## src/rtl/axi_pkg.sv

```systemverilog
// Shared AXI definitions for the slave (and the master that lives beside it).
// Contents: response codes and the slave write/read FSM state encodings.
// No ports.
package axi_pkg;

    localparam logic [1:0] RESP_OKAY   = 2'b00;
    localparam logic [1:0] RESP_SLVERR = 2'b10;

    typedef enum logic [1:0] {
        W_IDLE    = 2'b00,
        W_HAVE_AW = 2'b01,
        W_HAVE_W  = 2'b10,
        W_RESP    = 2'b11
    } w_state_t;

    typedef enum logic {
        R_IDLE = 1'b0,
        R_DATA = 1'b1
    } r_state_t;

endpackage

```

## src/rtl/axi_slv_regbank.sv

```systemverilog
// Register bank for axi_slv: NREG words of DW bits, one synchronous write
// port, one combinational read port, and a flat view of all contents.
// Ports:
//   clk, rstn          clock, async active-low reset (clears every word)
//   we, waddr, wdata   write port, lands on the rising edge
//   raddr, rdata       read port, returns current (pre-edge) contents
//   regs               flat contents, word i at [i*DW +: DW]
module axi_slv_regbank #(
    parameter int DW   = 32,
    parameter int NREG = 4,
    parameter int IW   = $clog2(NREG)
) (
    input  logic               clk,
    input  logic               rstn,
    input  logic               we,
    input  logic [IW-1:0]      waddr,
    input  logic [DW-1:0]      wdata,
    input  logic [IW-1:0]      raddr,
    output logic [DW-1:0]      rdata,
    output logic [NREG*DW-1:0] regs
);

    logic [DW-1:0] mem [NREG];

    always_ff @(posedge clk or negedge rstn) begin
        if (!rstn) begin
            for (int i = 0; i < NREG; i++) begin
                mem[i] <= '0;
            end
        end else if (we) begin
            mem[waddr] <= wdata;
        end
    end

    assign rdata = mem[raddr];

    for (genvar g = 0; g < NREG; g++) begin : g_flat
        assign regs[g*DW +: DW] = mem[g];
    end

endmodule

```

## src/rtl/axi_slv.sv

```systemverilog
// AXI4-Lite style register slave: independent write and read FSMs in front
// of an NREG x DW register bank. Every output is a flop.
// Ports:
//   clk, rstn                          clock, async active-low reset
//   awvalid/awready/awaddr             write-address channel
//   wvalid/wready/wdata                write-data channel
//   bvalid/bready/bresp                write-response channel
//   arvalid/arready/araddr             read-address channel
//   rvalid/rready/rdata/rresp          read-data channel
//   regs                               flat register contents
//
// state      | meaning
// W_IDLE     | waiting for AW and/or W (awready=1, wready=1)
// W_HAVE_AW  | address latched, waiting for data (wready=1)
// W_HAVE_W   | data latched, waiting for address (awready=1)
// W_RESP     | write done, bvalid held until bready
// R_IDLE     | waiting for AR (arready=1)
// R_DATA     | rdata/rresp held with rvalid until rready
module axi_slv
    import axi_pkg::*;
#(
    parameter int AW   = 32,
    parameter int DW   = 32,
    parameter int NREG = 4
) (
    input  logic               clk,
    input  logic               rstn,
    input  logic               awvalid,
    output logic               awready,
    input  logic [AW-1:0]      awaddr,
    input  logic               wvalid,
    output logic               wready,
    input  logic [DW-1:0]      wdata,
    output logic               bvalid,
    input  logic               bready,
    output logic [1:0]         bresp,
    input  logic               arvalid,
    output logic               arready,
    input  logic [AW-1:0]      araddr,
    output logic               rvalid,
    input  logic               rready,
    output logic [DW-1:0]      rdata,
    output logic [1:0]         rresp,
    output logic [NREG*DW-1:0] regs
);

    localparam int IW = $clog2(NREG);

    // In range when the word address addr[AW-1:2] is below NREG, i.e. every
    // bit above the index field is zero.
    function automatic logic in_range(input logic [AW-1:0] a);
        return (a >> (2 + IW)) == '0;
    endfunction

    w_state_t      w_state, w_state_nxt;
    r_state_t      r_state, r_state_nxt;

    logic          awready_q, wready_q, bvalid_q, arready_q, rvalid_q;
    logic [1:0]    bresp_q, rresp_q;
    logic [DW-1:0] rdata_q;
    logic [AW-1:0] aw_addr_q;
    logic [DW-1:0] w_data_q;

    logic          aw_hs, w_hs, ar_hs;
    logic          commit, wr_en;
    logic [AW-1:0] cm_addr;
    logic [DW-1:0] cm_data;
    logic [DW-1:0] rd_word;

    assign aw_hs = awvalid & awready_q;
    assign w_hs  = wvalid & wready_q;
    assign ar_hs = arvalid & arready_q;

    // Write FSM: commit marks the edge entering W_RESP; the address/data
    // come from the live bus or the latched copy, whichever arrived last.
    always_comb begin
        w_state_nxt = w_state;
        commit      = 1'b0;
        cm_addr     = aw_addr_q;
        cm_data     = w_data_q;
        case (w_state)
            W_IDLE: begin
                if (aw_hs && w_hs) begin
                    w_state_nxt = W_RESP;
                    commit      = 1'b1;
                    cm_addr     = awaddr;
                    cm_data     = wdata;
                end else if (aw_hs) begin
                    w_state_nxt = W_HAVE_AW;
                end else if (w_hs) begin
                    w_state_nxt = W_HAVE_W;
                end
            end
            W_HAVE_AW: begin
                if (w_hs) begin
                    w_state_nxt = W_RESP;
                    commit      = 1'b1;
                    cm_data     = wdata;
                end
            end
            W_HAVE_W: begin
                if (aw_hs) begin
                    w_state_nxt = W_RESP;
                    commit      = 1'b1;
                    cm_addr     = awaddr;
                end
            end
            W_RESP: begin
                if (bvalid_q && bready) begin
                    w_state_nxt = W_IDLE;
                end
            end
            default: w_state_nxt = W_IDLE;
        endcase
    end

    assign wr_en = commit && in_range(cm_addr);

    // Readies/valid are registered from the next state so they track the
    // state flop exactly and come out of reset low, rising one edge later.
    always_ff @(posedge clk or negedge rstn) begin
        if (!rstn) begin
            w_state   <= W_IDLE;
            awready_q <= 1'b0;
            wready_q  <= 1'b0;
            bvalid_q  <= 1'b0;
            bresp_q   <= RESP_OKAY;
            aw_addr_q <= '0;
            w_data_q  <= '0;
        end else begin
            w_state   <= w_state_nxt;
            awready_q <= (w_state_nxt == W_IDLE) || (w_state_nxt == W_HAVE_W);
            wready_q  <= (w_state_nxt == W_IDLE) || (w_state_nxt == W_HAVE_AW);
            bvalid_q  <= (w_state_nxt == W_RESP);
            if (commit) begin
                bresp_q <= in_range(cm_addr) ? RESP_OKAY : RESP_SLVERR;
            end
            if (aw_hs) begin
                aw_addr_q <= awaddr;
            end
            if (w_hs) begin
                w_data_q <= wdata;
            end
        end
    end

    always_comb begin
        r_state_nxt = r_state;
        case (r_state)
            R_IDLE:  if (ar_hs) r_state_nxt = R_DATA;
            R_DATA:  if (rvalid_q && rready) r_state_nxt = R_IDLE;
            default: r_state_nxt = R_IDLE;
        endcase
    end

    // The read samples the bank before the edge, so a write committing on
    // the same edge is not visible to it.
    always_ff @(posedge clk or negedge rstn) begin
        if (!rstn) begin
            r_state   <= R_IDLE;
            arready_q <= 1'b0;
            rvalid_q  <= 1'b0;
            rdata_q   <= '0;
            rresp_q   <= RESP_OKAY;
        end else begin
            r_state   <= r_state_nxt;
            arready_q <= (r_state_nxt == R_IDLE);
            rvalid_q  <= (r_state_nxt == R_DATA);
            if (ar_hs) begin
                rdata_q <= in_range(araddr) ? rd_word : '0;
                rresp_q <= in_range(araddr) ? RESP_OKAY : RESP_SLVERR;
            end
        end
    end

    axi_slv_regbank #(
        .DW   (DW),
        .NREG (NREG),
        .IW   (IW)
    ) u_regbank (
        .clk   (clk),
        .rstn  (rstn),
        .we    (wr_en),
        .waddr (cm_addr[2 +: IW]),
        .wdata (cm_data),
        .raddr (araddr[2 +: IW]),
        .rdata (rd_word),
        .regs  (regs)
    );

    assign awready = awready_q;
    assign wready  = wready_q;
    assign bvalid  = bvalid_q;
    assign bresp   = bresp_q;
    assign arready = arready_q;
    assign rvalid  = rvalid_q;
    assign rdata   = rdata_q;
    assign rresp   = rresp_q;

endmodule

```

## config.mk

```make
export PLATFORM = sky130hd
export DESIGN_NAME = axi_slv
export DESIGN_NICKNAME = d
export VERILOG_FILES = /design/src/rtl/axi_pkg.sv /design/src/rtl/axi_slv_regbank.sv /design/src/rtl/axi_slv.sv
export SDC_FILE = /design/constraint.sdc
export NUM_CORES = 1
export LEC_CHECK = 0
export ABC_CLOCK_PERIOD_IN_PS = 2700
export CORE_MARGIN = 1
export CORE_UTILIZATION = 63
export CTS_BUF_LIST = sky130_fd_sc_hd__clkbuf_16
export CTS_CLUSTER_DIAMETER = 60
export DETAILED_ROUTE_END_ITERATION = 7
export DONT_BUFFER_PORTS = 1
export PLACE_DENSITY = 0.79
export SLEW_MARGIN = 10
export SYNTH_ARGS = -nofsm -noshare
export SYNTH_HDL_FRONTEND = slang
export SYNTH_SLANG_ARGS = --single-unit
```

## constraint.sdc

```tcl
create_clock -name clk -period 2.7 [get_ports clk]
set_input_delay 0.405 -clock clk [delete_from_list [all_inputs] [get_ports clk]]
set_output_delay 0.405 -clock clk [all_outputs]
set_load 0.02 [all_outputs]
```

==> results <==
- The average vias per placed instance is 6.42.
- The detail-routed net length per standard cell is 25.5 um.
- The final hold violation count is 231.
- The leakage dissipation is 5.03 nW.
- The number of global-route vias before repair came to 6683.
- The distinct cell type count of the synthesized netlist is 37.
- CTS built an H-tree with a depth of 1.
- The total of max-cap violations is 0.
- Yosys printed 0 warnings.
- The total internal power is 0.00668 W.
- The netlist area before placement is 10100 sq um.
- The power per cell area is 834 nW/um^2.
- The worst slack at placement is -66.2 ps.
- The number of enable flip-flop cells after synthesis is 0.
- The tightest slew margin relative to the limit is a little under three fifths.
- The final setup slack of the worst path is about 110 ps.
- The number of placed I/O pins is 272.
- The checks that failed: hold timing.
- The first global-routing pass estimated 36500 um of wire.
- The element type at the critical path end is a flop.
- The core outline area is between 15000 and 20000 sq um.
- The post-route clock period utilization is 96.0%.
- The final weighted congestion in routability-driven placement is ~0.75.
- The sequential share of the synthesized area is a little under three fifths.
- In this run, the combinational gates consume between 10% and 20% of the power.
- Measured along the x axis, the die boundary spans about 130 um.
- The root buffer cell is clkbuf_16.
- Of all nets on the critical path, the largest fanout is 20.
- The initialized floorplan defines 45 standard-cell rows.
- In the final timing run, aggregate negative setup slack is 0 ps.
- The data required time of the critical path is 3080 ps.
- For this run, the leading register cell type out of synthesis is dfrtp_1.
- The largest area contributor in the netlist is dfrtp_1.
- The post-synthesis register bit count is 231.
- Registers are responsible for 50.3% of the overall power.
- The critical path class is flop to flop.
- The average cell area after synthesis is 14.6 sq um.
- The full die area is about 17000 sq um.
- The overall power is 0.00926 W.
- The max-slew violation count is 0.
- For this run, asynchronously set or reset flops after synthesis account for between 90% and 100%.
- The pin count of the biggest net entering global routing is 232.
- The detailed-route DRC error count is 0.
- The deepest clock path buffer count is 3.
- The first detailed-routing pass ran for 4 iterations.
- The run finished, with violations left.
- The actual transition at the worst max-transition pin is approximately 660 ps.
- The global routing usage summed across all routing layers is between 20% and 30%.
- After clock tree synthesis, the clock-pin slew on the worst setup and hold paths is 60 ps.
- For this run the aggregate overflow at the end of global routing stands at 0.
- The count of buffers added on input and output ports is 0.
- By area the synthesized netlist is led by dfrtp_1 (57%), mux2_2 (24%), mux4_2 (7.1%).
- The class of the most critical hold timing path is input pin to async pin.
- The cell count after synthesis is 695.
- The initial utilization of the core area, before any placement, comes to between 60% and 70%.
- The number of design-rule violations left by the first detailed-router iteration is 316.
- For this block, the routed nets add up to about 24000 um of wire.
- The clock network accounts for 31.6% of the total power.
- The clock tree skew after final layout is ~18 ps.
- The final setup violation count is 0.
- The data arrival time of the critical path is 2970 ps.
- For this design the total switching power over the nets is 0.00258 W.
- Detailed placement ended at an HPWL of 15800 um.
- The final layout contains 804 nets.
- The switching power share of the total is around 28%.
- In the final layout, the share of cells above drive strength 1 is 43.2%.
- The total number of clock tree sinks is 231.
- The area overhead of the layout relative to synthesis is 9.81%.
- STA classifies the critical path startpoint as a flop.
- At the later pin of the worst-skew pair, clock insertion delay measures 510 ps.
- Final hold analysis gives a worst-case slack of -398 ps.
- The portion of synthesized cell area occupied by the leading cell type is 57.1%.
- TritonCTS built the clock tree.
- The final critical delay including setup and external delays is 2590 ps.
- Buffers inserted during clock tree synthesis total 24.
- Based on the critical path, the design can be clocked at up to 0.386 GHz.
- The number of antenna violations at the first check in global routing is 2.
- The overall via count from detail_route is roughly 6000.
- Setup repair after global routing left no endpoint under its margin.
- The residual antenna-violating net count after detailed routing is 0.
- The worst voltage drop across the vdd grid is 753 uV.
- The vertical extent of the die is approximately 130 um.
-- worst max-delay path, stage by stage, from the launching register on --
cell and delay [ps]:
dfrtp_1 370, nor4_1 340, nand4_1 320, nor4_1 560, o32ai_4 310, buf_12 260
mux2_2 290
-- Yosys cell counts (4+ instances only) --
cell        n
mux2_2    220
buf_2       9
buf_4       5
buf_1       8
buf_6       5
nand4_1     4
nor4_1     22
nand2_1    38
nor2_1      5
clkbuf_1   12
mux4_2     32
inv_1      36
dfrtp_1   231
o21ai_0    34
-- final timing paths --
| check | depth (start not counted) | from | end | slack (ps) |
|---|---|---|---|---|
| max | 6 | aw_addr_q[27]$_DFF_PN0_ | u_regbank.regs[108]$_DFFE_PN0P_ | 110 |
| min | 0 | rstn | rresp[1]$_DFFE_PN0P_ | -400 |
| max reg2reg | 6 | aw_addr_q[27]$_DFF_PN0_ | u_regbank.regs[108]$_DFFE_PN0P_ | 110 |
| min reg2reg | 1 | w_data_q[18]$_DFF_PN0_ | w_data_q[18]$_DFF_PN0_ | 500 |
| max in group asynchronous | 0 | rstn | u_regbank.regs[62]$_DFFE_PN0P_ | 2660 |
| min in group clk | 1 | rready | rvalid$_DFF_PN0_ | 30 |
-- layout make-up --
| cell class | count | area (sq um) |
|---|---|---|
| flip-flops and latches | 231 | 5780 |
| multi-input cells | 389 | 4010 |
| diodes | 3 | 7.51 |
| repair buffers | 19 | 209 |
| well taps | 211 | 264 |
| inverters | 36 | 135 |
| fillers | 1019 | 4320 |
| clock inverters | 18 | 73.8 |
| clock buffers | 25 | 626 |
-- registers in the layout, indices dropped and copies added (netlist names), 2 cells and up --
register	flops
u_regbank.regs	128
rdata	32
w_data_q	32
aw_addr_q	30
w_state	2
-- timing repair --
| action | CTS | global route |
|---|---|---|
| resized for setup | 0 | 1 |
| endpoints found under the setup margin | 0 | 45 |
| setup buffers | 0 | 0 |
| endpoints found under the hold margin | 231 | 231 |
-- per-stage QoR --
| stage | util (%) | cells | cell area, sq um |
|---|---|---|---|
| 2_1_floorplan | - | 696 | 10100 |
| 3_3_place_gp | 67.4 | 886 | 10400 |
| 3_5_place_dp | 67.4 | 886 | 10400 |
| 4_1_cts | 71.9 | 929 | 11100 |
| 5_1_grt | 72.0 | 932 | 11100 |
| 6_report | 72.0 | 932 | 11100 |
-- cells in the final DEF (no fill, tap or decap), drive strengths merged, types with 4 or more instances in the layout --
master and n:
nor3b 4, nor2 5, inv 45, o21ai 34, dfrtp 231, mux4 32
clkinv 8, buf 19, clkbuf 25, or4 4, nand2 38, nand4 4
mux2 222, nor4 22
-- layer usage --
layer  share of wire (%)  global-route usage (%)  vias up
met5                   0                       0        -
met4                 2.5                    10.2        0
met3                 9.0                    8.94       43
met2                  52                    52.4      272
met1                  36                    33.7     3137
li1                    -                       -     2533
-- power groups by stage --
stage	combinational, W	clock [W]	sequential (W)
2_1_floorplan	0.00136	0	0.00457
3_3_place_gp	0.00155	0	0.00465
3_5_place_dp	0.00166	0	0.00472
4_1_cts	0.00167	0.00298	0.00466
5_1_grt	0.00181	0.00311	0.00474
6_report	0.00167	0.00293	0.00466
-- logic make-up after synthesis --
kind of cell           share of synthesized area [%]
muxes                                           32.0
AOI/OAI and AO/OA                               2.51
other                                         0.0371
DFF                                             57.1
and+or+nand+nor                                 4.74
buffers and inverters                           3.59
No activity file was read; power rests on OpenSTA's default activity.
